==> config.mk <==
export PLATFORM = sky130hd
export DESIGN_NAME = uart_tx_scheduler
export DESIGN_NICKNAME = d
export VERILOG_FILES = /design/src/rtl/uart_pkg.sv /design/src/rtl/buf_occupancy.sv /design/src/rtl/uart_tx_scheduler.sv
export SDC_FILE = /design/constraint.sdc
export NUM_CORES = 1
export LEC_CHECK = 0
export ABC_AREA = 0
export BUFFER_PORTS_ARGS = -buffer_cell sky130_fd_sc_hd__buf_2
export CAP_MARGIN = 20
export CORE_ASPECT_RATIO = 1.75
export CORE_MARGIN = 4
export CORE_UTILIZATION = 43
export CTS_CLUSTER_DIAMETER = 50
export DETAILED_ROUTE_END_ITERATION = 10
export GPL_TIMING_DRIVEN = 1
export PLACE_DENSITY = 0.69
export RECOVER_POWER = 100
export SKIP_LAST_GASP = 1
export SYNTH_ARGS = -nofsm -noshare
export SYNTH_HDL_FRONTEND = slang
export SYNTH_SLANG_ARGS = --single-unit
==> constraint.sdc <==
create_clock -name clk -period 4.5 [get_ports clk]
set_input_delay 0.9 -clock clk [delete_from_list [all_inputs] [get_ports clk]]
set_output_delay 0.9 -clock clk [all_outputs]
set_load 0.01 [all_outputs]
==> src/rtl/uart_pkg.sv <==
// uart_pkg: shared types and default widths for the UART TX scheduler.
// Holds the FSM state enum and the frame-source encoding.
package uart_pkg;

  localparam int DEF_DATA_WIDTH = 8;
  localparam int DEF_ADDR_WIDTH = 3;

  localparam logic SRC_SW = 1'b0;
  localparam logic SRC_FF = 1'b1;

  typedef enum logic [1:0] {
    IDLE,
    FETCH,
    LOAD,
    WAIT_DONE
  } state_t;

endpackage

==> src/rtl/buf_occupancy.sv <==
// buf_occupancy: receive-buffer fill level and read pointer.
// Ports: clk, rst (async, active-low); inc (byte stored), dec (read
//   commit) in; rd_addr, count, overflow (sticky), empty_nxt out.
module buf_occupancy
  import uart_pkg::*;
#(
  parameter int ADDR_WIDTH = DEF_ADDR_WIDTH
) (
  input  logic                  clk,
  input  logic                  rst,
  input  logic                  inc,
  input  logic                  dec,
  output logic [ADDR_WIDTH-1:0] rd_addr,
  output logic [ADDR_WIDTH:0]   count,
  output logic                  overflow,
  output logic                  empty_nxt
);

  localparam int DEPTH = 2 ** ADDR_WIDTH;
  localparam logic [ADDR_WIDTH:0] FULL =
    (ADDR_WIDTH + 1)'(DEPTH);
  localparam logic [ADDR_WIDTH:0] ONE =
    (ADDR_WIDTH + 1)'(1);
  localparam logic [ADDR_WIDTH-1:0] A_ONE =
    ADDR_WIDTH'(1);

  logic [ADDR_WIDTH-1:0] rd_addr_q, rd_addr_d;
  logic [ADDR_WIDTH:0]   count_q, count_d;
  logic                  overflow_q, overflow_d;
  logic                  full;

  assign full = (count_q == FULL);

  always_comb begin
    count_d    = count_q;
    rd_addr_d  = rd_addr_q;
    // a store into a full buffer overwrites the oldest byte
    overflow_d = overflow_q | (inc & full);
    unique case ({inc, dec})
      2'b10: if (!full) count_d = count_q + ONE;
      2'b01: if (count_q != '0) count_d = count_q - ONE;
      default: ;
    endcase
    if (dec) rd_addr_d = rd_addr_q + A_ONE;
  end

  always_ff @(posedge clk or negedge rst) begin
    if (!rst) begin
      rd_addr_q  <= '0;
      count_q    <= '0;
      overflow_q <= 1'b0;
    end else begin
      rd_addr_q  <= rd_addr_d;
      count_q    <= count_d;
      overflow_q <= overflow_d;
    end
  end

  assign rd_addr   = rd_addr_q;
  assign count     = count_q;
  assign overflow  = overflow_q;
  // this commit takes the last buffered byte
  assign empty_nxt = dec & (count_d == '0);

endmodule

==> src/rtl/uart_tx_scheduler.sv <==
// uart_tx_scheduler: arbitrates one UART TX between the switch byte
// and the receive-buffer drain; owns the start/busy/done handshake.
// Ports: clk, rst (async, active-low); wr_we, req_sw, sw_data,
//   req_ff, ram_q, tx_busy, tx_done in; rd_addr, tx_start, tx_data,
//   busy, count, overflow, src out.
module uart_tx_scheduler
  import uart_pkg::*;
#(
  parameter int DATA_WIDTH = DEF_DATA_WIDTH,
  parameter int ADDR_WIDTH = DEF_ADDR_WIDTH
) (
  input  logic                  clk,
  input  logic                  rst,
  input  logic                  wr_we,
  input  logic                  req_sw,
  input  logic [DATA_WIDTH-1:0] sw_data,
  input  logic                  req_ff,
  input  logic [DATA_WIDTH-1:0] ram_q,
  input  logic                  tx_busy,
  input  logic                  tx_done,
  output logic [ADDR_WIDTH-1:0] rd_addr,
  output logic                  tx_start,
  output logic [DATA_WIDTH-1:0] tx_data,
  output logic                  busy,
  output logic [ADDR_WIDTH:0]   count,
  output logic                  overflow,
  output logic                  src
);

  state_t                state_q, state_d;
  logic                  sw_pend_q, sw_pend_d;
  logic                  ff_pend_q, ff_pend_d;
  logic                  last_grant_q, last_grant_d;
  logic                  src_q, src_d;
  logic [DATA_WIDTH-1:0] tx_data_q, tx_data_d;

  logic rd_commit;
  logic empty_nxt;
  logic not_empty;
  logic ff_elig;
  logic sw_go;
  logic ff_go;

  assign rd_commit = (state_q == FETCH);
  assign not_empty = (count != '0);
  assign ff_elig   = ff_pend_q & not_empty;

  buf_occupancy #(
    .ADDR_WIDTH(ADDR_WIDTH)
  ) u_occ (
    .clk      (clk),
    .rst      (rst),
    .inc      (wr_we),
    .dec      (rd_commit),
    .rd_addr  (rd_addr),
    .count    (count),
    .overflow (overflow),
    .empty_nxt(empty_nxt)
  );

  always_comb begin
    state_d      = state_q;
    last_grant_d = last_grant_q;
    src_d        = src_q;
    tx_data_d    = tx_data_q;
    sw_go        = 1'b0;
    ff_go        = 1'b0;
    // drain request sees the count before any same-cycle write
    ff_pend_d    = ff_pend_q | (req_ff & not_empty);
    if (empty_nxt) ff_pend_d = 1'b0;

    unique case (state_q)
      IDLE: begin
        // on contention serve the source that did not go last
        sw_go = sw_pend_q &
                (~ff_elig | (last_grant_q == SRC_FF));
        ff_go = ff_elig & ~sw_go;
        unique case (1'b1)
          sw_go: begin
            tx_data_d    = sw_data;
            src_d        = SRC_SW;
            last_grant_d = SRC_SW;
            state_d      = LOAD;
          end
          ff_go: begin
            src_d        = SRC_FF;
            last_grant_d = SRC_FF;
            state_d      = FETCH;
          end
          default: ;
        endcase
      end
      FETCH: begin
        tx_data_d = ram_q;
        state_d   = LOAD;
      end
      LOAD: begin
        if (tx_busy) state_d = WAIT_DONE;
      end
      WAIT_DONE: begin
        if (tx_done) state_d = IDLE;
      end
      default: state_d = IDLE;
    endcase

    // a request arriving in the grant cycle is a new request
    sw_pend_d = (sw_pend_q & ~sw_go) | req_sw;
  end

  always_ff @(posedge clk or negedge rst) begin
    if (!rst) begin
      state_q      <= IDLE;
      sw_pend_q    <= 1'b0;
      ff_pend_q    <= 1'b0;
      last_grant_q <= SRC_FF;
      src_q        <= SRC_SW;
      tx_data_q    <= '0;
    end else begin
      state_q      <= state_d;
      sw_pend_q    <= sw_pend_d;
      ff_pend_q    <= ff_pend_d;
      last_grant_q <= last_grant_d;
      src_q        <= src_d;
      tx_data_q    <= tx_data_d;
    end
  end

  assign tx_start = (state_q == LOAD);
  assign tx_data  = tx_data_q;
  assign busy     = (state_q != IDLE);
  assign src      = src_q;

endmodule

==> results of run 1 <==
worst paths after layout:
| path | end | slack [ps] |
|---|---|---|
| setup / recovery | ff_pend_q | 1820 |
| hold / removal | u_occ.rd_addr[2] | 470 |
| setup reg to reg | ff_pend_q | 1820 |
| hold reg to reg | u_occ.rd_addr[2] | 470 |
| max in group asynchronous | u_occ.count[0] | 2980 |
| min in group asynchronous | tx_data[5] | 840 |
placed cells by master, fill, tap and decap left out, types with 3 or more instances in the layout:
master / Yosys / routed
nand2_1: 7 / 7
inv_1: 12 / 12
buf_2: 2 / 21
a31oi_1: 4 / 4
o31ai_1: 3 / 3
mux2_2: 18 / 17
dfrtp_1: 21 / 21
nand3_1: 4 / 4
ha_1: 9 / 9
clkbuf_1: 2 / 20
clkbuf_8: 0 / 4
nor2_1: 4 / 4
layout make-up:
class / instances / area [um^2]
Clock buffer: 4 / 55.1
Fill cell: 277 / 1370
Inverter: 12 / 45.0
Multi-Input combinational cell: 84 / 692
Sequential cell: 22 / 552
Tap cell: 28 / 35.0
Timing Repair Buffer: 41 / 180
metrics by stage:
| stage | instances | setup slack (ps) | instance area, um^2 | util |
|---|---|---|---|---|
| 2_1_floorplan | 123 | 2070 | 1310 | - |
| 3_3_place_gp | 187 | 2000 | 1530 | 0.524 |
| 3_5_place_dp | 187 | 1860 | 1530 | 0.524 |
| 4_1_cts | 191 | 1850 | 1590 | 0.542 |
| 5_1_grt | 191 | 1650 | 1560 | 0.532 |
| 6_report | 191 | 1820 | 1560 | 0.532 |
routing by layer:
layer | vias to the layer above | track usage | share of wire
li1 | 515 | - | -
met1 | 496 | 0.162 | 0.40
met2 | 36 | 0.273 | 0.52
met3 | 7 | 0.0294 | 0.061
met4 | 0 | 0.0526 | 0.018
met5 | - | 0 | 0
logic make-up after synthesis:
family	after synthesis	synth area share
flops	22	0.420
buf+inv	17	0.0505
fa+ha+maj	9	0.0857
mux	20	0.170
xor+xnor	2	0.0133
compound gates	20	0.110
simple gates	33	0.150
sequential cells by signal, summed over array words and instances (netlist names):
name            cells
src                 1
ff_pend_q           1
u_occ.count         4
u_occ.overflow      1
sw_pend_q           1
tx_data             8
state_q             2
last_grant_q        1
u_occ.rd_addr       3
Yosys cell counts (2+ instances only):
cell type / n / share of area
a21o_1: 2 / 0.011
a31oi_1: 4 / 0.019
buf_2: 2 / 0.0076
clkbuf_1: 2 / 0.0057
dfrtp_1: 21 / 0.40
ha_1: 9 / 0.086
inv_1: 12 / 0.034
mux2_2: 18 / 0.15
nand2_1: 7 / 0.020
nand3_1: 4 / 0.015
nor2_1: 4 / 0.011
nor2b_1: 2 / 0.0095
nor3_1: 2 / 0.0076
nor3b_1: 2 / 0.011
nor4b_1: 2 / 0.013
o21ai_0: 2 / 0.0076
o22a_1: 2 / 0.013
o22ai_1: 2 / 0.0095
o31ai_1: 3 / 0.017
power by group:
group | switching (mW) | internal (mW)
Sequential | 0.0809 | 0.298
Clock | 0.0630 | 0.0780
Combinational | 0.313 | 0.287
worst max-delay path: stages, from the launching register on:
cell	delay [ps]
dfrtp_1	410
inv_1	110
ha_1	540
ha_1	450
nor4b_1	330
a21oi_1	80
and4_2	260
o41a_1	380
==> summary.md, run 1 <==
| Metric | Value |
|---|---|
| Critical Path Start Type | flip-flop |
| Root Driver | clkbuf_8 |
| WL/cell | 14.6 um |
| Maximum VDD drop | 0.367 mV |
| Cts repair resizes | 0 |
| Hold path startpoint | u_occ.rd_addr[2] |
| Die W | 49.8 um |
| Chip Height | 81.1 um |
| Final setup vio count | 0 |
| Total grt overflow | 0 |
| Gpl congestion | ~0.84 |
| Hold/Removal Path Class | flip-flop to flip-flop |
| Pwr Density | 718 nW/um^2 |
| Kind of critical path | flip-flop to flip-flop |
| # diodes | 0 |
| R2R cell count | 7 |
| Largest net degree at the start of global routing | 23 |
| Fin crit share | 0.596 |
| Via density | approximately 5.5 |
| Post-route ant nets | 0 |
| Initial core utilization | 0.449 |
| Unique masters post-synth | 40 |
| Worst-path fanout max | 14 |
| Leakage | 0.731 nW |
| CP required | roughly 4600 ps |
| Critical Path AT | 2820 ps |
| Setup repair bufs after CTS | 0 |
| Number of buffers added on ports | a little over 40 |
| Slew HR | 0.235 |
| WHS | 471 ps |
| Area delta synth->final | 18.7% |
| Synth Register Bits | 22 |
| Post-Syn Nets | 155 |
| Final TNS setup | 0 ps |
| Outcome | finished, final reports clean |
| Worst r2r src | state_q[1] |
| Drt initial violations | 29 |
| CP Capture Type | flip-flop |
| Yosys Warn Count | 0 |
| I/O Pins | 42 |
| Hold depth | 1 |
| H-Tree Level Count | 1 |
| Fmax | ~370 MHz |
| Initial antenna violation count | 0 |
| Post-Synthesis Mean Instance Area | 10.7 um^2 |
| Post-synth top flop | dfrtp_1 |
| Clock transition at the registers of the reported paths | 80 ps |
| Residual DRC count | 0 |
| Vias | 1054 |
| Worst Skew | approximately 2.5 ps |
| Worst-Skew Late Latency | about 260 ps |
| Register area share after synthesis | 0.420 |
| Routed Wire Length | between 2000 and 3000 um |
| RSZ-0062 raised after global routing | no |
| Vias in the first global route | 1100 |
| Maxcap violations | 0 |
| Synthesized instance count | 123 |
| Global-route wire length before repair | 4700 um |
| Final-report max-slew violation count | 0 |
| Ys async rst share | 1.00 |
| CP startpoint | state_q[1] |
| Rows | 26 |
| Synthesized area | ~1300 um^2 |
| Design Power | 1.12 mW |
| Final Hold Viols | 0 |
| Clock period minus worst slack | 2680 ps |
| CTS tree | built |
| First-pass DRT Iterations | 4 |
| Clock buffer depth | 2 |
| GRT Util Overall | 0.147 |
| Core outline area | approximately 2900 um^2 |
| Worst-margin pin slew | 1150 ps |
| CTS Hold Bufs | 0 |
| Layout Nets | ~200 |
| Number of synthesized flops with an enable pin | 0 |
| Layout cells sized above 1 | 0.288 |
| Total CTS buffers | 3 |
| Die ar. | about 4000 um^2 |
| Post-DP HPWL | 2210 um |
| Clock sinks | 22 |
No activity file was read; power rests on OpenSTA's default activity.
==> run 2: changes to the inputs <==
ABC_AREA = 1   (was 0)
PLACE_DENSITY = 0.72   (was 0.69)
clock period = 2.3 ns   (was 4.5 ns; I/O delays follow)
==> summary.md, run 2 <==
| Metric | Value |
|---|---|
| Flop pwr share | 0.328 |
| Total grt overflow | 0 |
| Residual DRC count | 0 |
| Ys async rst share | 1.00 |
| I/O Pins | 42 |
| Drt initial violations | 19 |
| Top cells by count, synth | 40 x nand2_1, 22 x inv_1, 21 x dfrtp_1 |
| CP Capture Type | flip-flop |
| Critical Path, Cell by Cell | inv_1 -> ha_1 -> nand2_1 -> nand2_1 -> o211ai_4 -> clkbuf_1 -> nand3_1 -> nand2_1 |
| Rows | 26 |
| Layout Nets | 236 |
| Critical Path AT | 2080 ps |
| # diodes | 0 |
| Grt met3 use | 0.0254 |
| Final-report max-slew violation count | 0 |
| Total CTS buffers | 3 |
| Vias in the first global route | 1187 |
| Clock buffer depth | 2 |
| Post-DP HPWL | around 2400 um |
| Cts repair resizes | 0 |
| GR peak layer | met2 |
| Chip Height | 82.0 um |
| Vias | between 1000 and 1500 |
| Psw | 1.13 mW |
| Final TNS setup | 0 ps |
| Synthesized area | 1340 um^2 |
| Fmax | 533 MHz |
| Worst Skew | ~3.4 ps |
| Area delta synth->final | 18.5% |
| Clock sinks | 22 |
| Placed cell count | ~240 |
| Most used cell, CP | nand2_1 |
| CTS tree | built |
| Most frequent cells in the layout | 42 x nand2_1, 22 x inv_1, 21 x dfrtp_1, 21 x buf_2, 21 x clkbuf_1 |
| Critical Path Start Type | flip-flop |
| CTS Hold Bufs | 0 |
| Die W | roughly 50 um |
| Die ar. | 4120 um^2 |
| Yosys Warn Count | 0 |
| Fill cells | 304 |
| Worst-Skew Late Latency | 260 ps |
| WP buf/inv | 2 |
| Part of the power in the clock network | 0.117 |
| Clock transition at the registers of the reported paths | around 80 ps |
| Layout cells sized above 1 | 0.202 |
| Register area share after synthesis | 0.411 |
| Worst-path fanout max | 7 |
| Post-synth top flop | dfrtp_1 |
| Slew HR | 0.204 |
| Synthesized instance count | 157 |
| WL/cell | ~12 um |
| Synth top area share | 0.391 |
| Worst-margin pin slew | 1190 ps |
| Slowest stage delay, CP | 460 ps |
| Synth Register Bits | 22 |
| Number of buffers added on ports | 41 |
| Final setup vio count | 0 |
| First-pass DRT Iterations | 4 |
| GRT Util Overall | 0.163 |
| Root Driver | clkbuf_8 |
| CP required | about 2500 ps |
| Critical Path Slowest Stage Cell | dfrtp_1 |
| Pwr Density | 1490 nW/um^2 |
| Max reg flops | 8 |
| Post-route ant nets | 0 |
| Fin crit share | 0.816 |
| Setup repair bufs after CTS | 0 |
| Switching Fraction | 0.476 |
| Unique masters post-synth | 22 |
| Met1 usage | 0.171 |
| Routed Wire Length | 2970 um |
| Initial antenna violation count | 0 |
| Post-Syn Nets | roughly 190 |
| Global-route wire length before repair | ~5000 um |
| Number of synthesized flops with an enable pin | 0 |
| Flop-to-flop setup slack | 420 ps |
| Maxcap violations | 0 |
| Kind of critical path | flip-flop to flip-flop |
| Largest net degree at the start of global routing | 23 |
| Met2 usage | 0.289 |
| Largest delay share family, worst path | simple AND/OR/NAND/NOR gates |
| Synth area leaders | dfrtp_1 39%, nand2_1 11%, ha_1 8.4% |
| Clock period minus worst slack | 1880 ps |
| Initial core utilization | 0.454 |
| RSZ-0062 raised after global routing | no |
| H-Tree Level Count | 1 |
| Final Hold Viols | 0 |
| Maximum VDD drop | between 0.7 and 0.8 mV |
| Via density | between 4 and 5 |
| Gpl congestion | 0.835 |
| Final cell count without fillers | 245 |
| Hold/Removal Path Class | input pin to flip-flop |
| Most frequent cell after synthesis | nand2_1 |
| Int Pwr | 1.24 mW |
| WHS | ~380 ps |
| Leakage | slightly above 0.8 nW |
| Core outline area | between 2000 and 3000 um^2 |
| Yosys top cell by area | dfrtp_1 |
| Post-Synthesis Mean Instance Area | ~8.6 um^2 |
| Logic pwr share | 0.555 |
| Most common cell after layout, fill and taps aside | nand2_1 |
| Outcome | finished, final reports clean |
[run 2: cell count changes after synthesis, moves of 4 or more]
cell / before / now
o211ai_2: 0 / 8
a31oi_1: 4 / 0
nand3_1: 4 / 18
nand2_1: 7 / 40
inv_1: 12 / 22
or2_2: 0 / 8
mux2_2: 18 / 0
[run 2: final timing paths]
path                                  end            from  depth (start not counted)
setup reg to reg               tx_data[2]  u_occ.count[0]                          8
hold reg to reg            u_occ.overflow  u_occ.overflow                          1
max in group asynchronous  u_occ.count[0]             rst                          1
setup / recovery               tx_data[2]  u_occ.count[0]                          8
min in group asynchronous       sw_pend_q             rst                          1
hold / removal                  sw_pend_q          req_sw                          2
[run 2: layout make-up]
class	instances	area (um^2)	area share
clock buffer	4	55.1	0.0346
tap	42	52.6	0.0330
inverter	22	82.6	0.0518
timing repair buffer	43	191	0.120
sequential	22	552	0.346
multi-input combinational	112	659	0.414
[run 2: layer usage]
metal  share of wire  up-vias
li1                -      601
met1            0.41      550
met2            0.49       39
met3           0.064        9
met4           0.041        0
met5               0        -
[run 2: worst reg2reg max path: cells and delay by family, from the launching register on]
kind                     cells  cell delay (ps)
flip-flops                   1              460
adder cells (fa/ha/maj)      1              260
buffers and inverters        2              350
AO/OA/AOI/OAI                1              270
AND/OR/NAND/NOR              4              480
[run 2: through the flow]
step            util  worst slack (ps)  power (mW)  instance area, um^2
2_1_floorplan      -               665        1.79                 1340
3_3_place_gp   0.544               591        2.23                 1610
3_5_place_dp   0.544               550        2.24                 1610
4_1_cts        0.563               460        2.52                 1670
5_1_grt        0.538               229        2.65                 1590
6_report       0.538               423        2.37                 1590
[run 2: cells by family (layout without fill, tap and decap cells)]
| kind of cell | count (synthesis) | in the layout | share of synthesized area |
|---|---|---|---|
| compound gates | 19 | 19 | 0.136 |
| buf+inv | 23 | 69 | 0.0652 |
| flops | 22 | 22 | 0.411 |
| xor+xnor | 3 | 3 | 0.0196 |
| simple gates | 81 | 81 | 0.285 |
| fa+ha+maj | 9 | 9 | 0.0838 |
[run 2: power by group through the flow]
stage               Clock (mW)  Combinational, mW  Sequential [mW]
floorplan                    0              0.959            0.831
global placement             0               1.44            0.785
detailed placement           0               1.45            0.788
CTS                      0.284               1.46            0.783
global route             0.304               1.53            0.815
finish                   0.278               1.32            0.778
==> run 3: changes to the inputs <==
clock period = 1.59 ns   (was 2.3 ns; I/O delays follow)
==> summary.md, run 3 (synthesis results as in run 2) <==
| Metric | Value |
|---|---|
| Via density | 4.91 |
| Vias in the first global route | 1255 |
| Critical Path Start Type | flip-flop |
| Global-route wire length before repair | 5350 um |
| Kind of critical path | flip-flop to flip-flop |
| Final Hold Viols | 0 |
| Maximum VDD drop | 1.18 mV |
| Flop-to-flop setup slack | 10 ps |
| Worst Hold End | sw_pend_q |
| Worst-margin pin slew | approximately 1100 ps |
| Root Driver | clkbuf_8 |
| Leakage | 0.918 nW |
| Placed cell count | 251 |
| Switching Fraction | 0.450 |
| Most common cell after layout, fill and taps aside | nand2_1 |
| Part of the power in the clock network | 0.127 |
| Final cell count without fillers | 256 |
| CP Capture Type | flip-flop |
| Logic pwr share | 0.609 |
| Vias | between 1000 and 1500 |
| Slew HR | 0.238 |
| Rows | 26 |
| Hold depth | 2 |
| Outcome | finished, final reports clean |
| Final WS setup | around 14 ps |
| Area delta synth->final | 35.6% |
| I/O Pins | 42 |
| Dpl ws | -50.0 ps |
| Largest net degree at the start of global routing | 23 |
| Fill cells | 270 |
| H-Tree Level Count | 1 |
| Initial core utilization | 0.454 |
| Critical Path AT | 1730 ps |
| Fmax | ~630 MHz |
| Die W | between 50 and 60 um |
| Max reg flops | 8 |
| Final-report max-slew violation count | 0 |
| CTS Hold Bufs | 0 |
| Post-route ant nets | 0 |
| Initial antenna violation count | 0 |
| Post-DP Area | 1690 um^2 |
| Post-DP HPWL | 2560 um |
| Residual DRC count | 0 |
| Maxcap violations | 0 |
| Most frequent cells in the layout | 39 x nand2_1, 27 x buf_2, 20 x dfrtp_1 |
| Clock transition at the registers of the reported paths | 80 ps |
| Clock period minus worst slack | 1580 ps |
| R2R cell count | 11 |
| Pwr Density | between 2000 and 2500 nW/um^2 |
| Psw | 1.84 mW |
| Flop pwr share | 0.265 |
| Final TNS setup | 0 ps |
| Worst-path fanout max | 5 |
| Die ar. | 4120 um^2 |
| Routed Wire Length | just over 3000 um |
| First-pass DRT Iterations | 4 |
| Worst r2r src | state_q[0] |
| RSZ-0062 raised after global routing | yes |
| WL/cell | 12.2 um |
| Total CTS buffers | 3 |
| Drt initial violations | 16 |
| Int Pwr | 2.25 mW |
| Fin crit share | 0.991 |
| Final setup vio count | 0 |
| CP required | about 1800 ps |
| Chip Height | between 80 and 90 um |
| Clock sinks | 22 |
| # diodes | 0 |
| Hold path startpoint | req_sw |
| CTS tree | built |
| Worst Skew | 4.08 ps |
| Worst-Skew Late Latency | 260 ps |
| Total grt overflow | 0 |
| Design Power | 4.09 mW |
| Clock buffer depth | 2 |
| Post-Layout Inst Area | 1820 um^2 |
| Gpl congestion | ~0.82 |
| Hold/Removal Path Class | input pin to flip-flop |
| Layout cells sized above 1 | 0.379 |
| Core outline area | 2960 um^2 |
| Reg2Reg Capture Point | ff_pend_q |
| Number of buffers added on ports | 41 |
| Layout Nets | 247 |
| GRT Util Overall | 0.166 |
[run 3: power groups by stage]
stage | sequential (mW) | combinational [mW] | clock, mW
2_1_floorplan | 1.21 | 1.39 | 0
4_1_cts | 1.08 | 2.45 | 0.533
3_3_place_gp | 1.08 | 2.31 | 0
3_5_place_dp | 1.09 | 2.35 | 0
5_1_grt | 1.13 | 2.84 | 0.550
6_report | 1.08 | 2.49 | 0.519
[run 3: what timing repair did]
| action | in CTS | in global routing |
|---|---|---|
| gates resized for setup | 8 | 9 |
| pin swaps | 1 | 2 |
| endpoints found under the setup margin | 2 | 6 |
| buffers inserted | 1 | 0 |
[run 3: layout make-up]
class | count | area (um^2) | share of cell area
clock buffers | 3 | 41.3 | 0.0227
clock inverters | 1 | 30.0 | 0.0165
inverters | 22 | 85.1 | 0.0467
multi-input cells | 112 | 774 | 0.425
flip-flops and latches | 22 | 553 | 0.304
well taps | 42 | 52.6 | 0.0288
repair buffers | 54 | 285 | 0.157
[run 3: worst max path at each step]
stage                from        end  slack, ps
6_report       state_q[0]  ff_pend_q         10
5_1_grt        state_q[0]  ff_pend_q        -70
4_1_cts        state_q[1]       busy          4
3_5_place_dp   state_q[1]  ff_pend_q        -50
3_3_place_gp   state_q[1]  ff_pend_q         -4
2_1_floorplan  state_q[1]  ff_pend_q        -10
[run 3: routing by layer]
layer / wire length, um / track usage / vias to the layer above / share of wire
met1: 1160 / 0.178 / 582 / 0.37
met3: 135 / 0.0181 / 6 / 0.043
met4: 78 / 0.0582 / 0 / 0.025
met2: 1740 / 0.325 / 42 / 0.56
li1: - / - / 626 / -
met5: 0 / 0 / - / 0
[run 3: per-stage QoR]
stage / hold slack (ps) / util
after global placement: 304 / 0.571
after global routing: 246 / 0.615
final: 238 / 0.615
after detailed placement: 310 / 0.571
after floorplan: 22.4 / -
after CTS: 18.8 / 0.608
[run 3: critical path, cell delays in order, from the launching register on]
cell and delay, ps:
dfrtp_1 390, buf_4 140, ha_4 170, ha_4 260, inv_4 70, nand2_1 50, nand2_1 50, nand2_1 70
inv_1 50, nand3_1 80, nor2_1 100, nor2_1 40
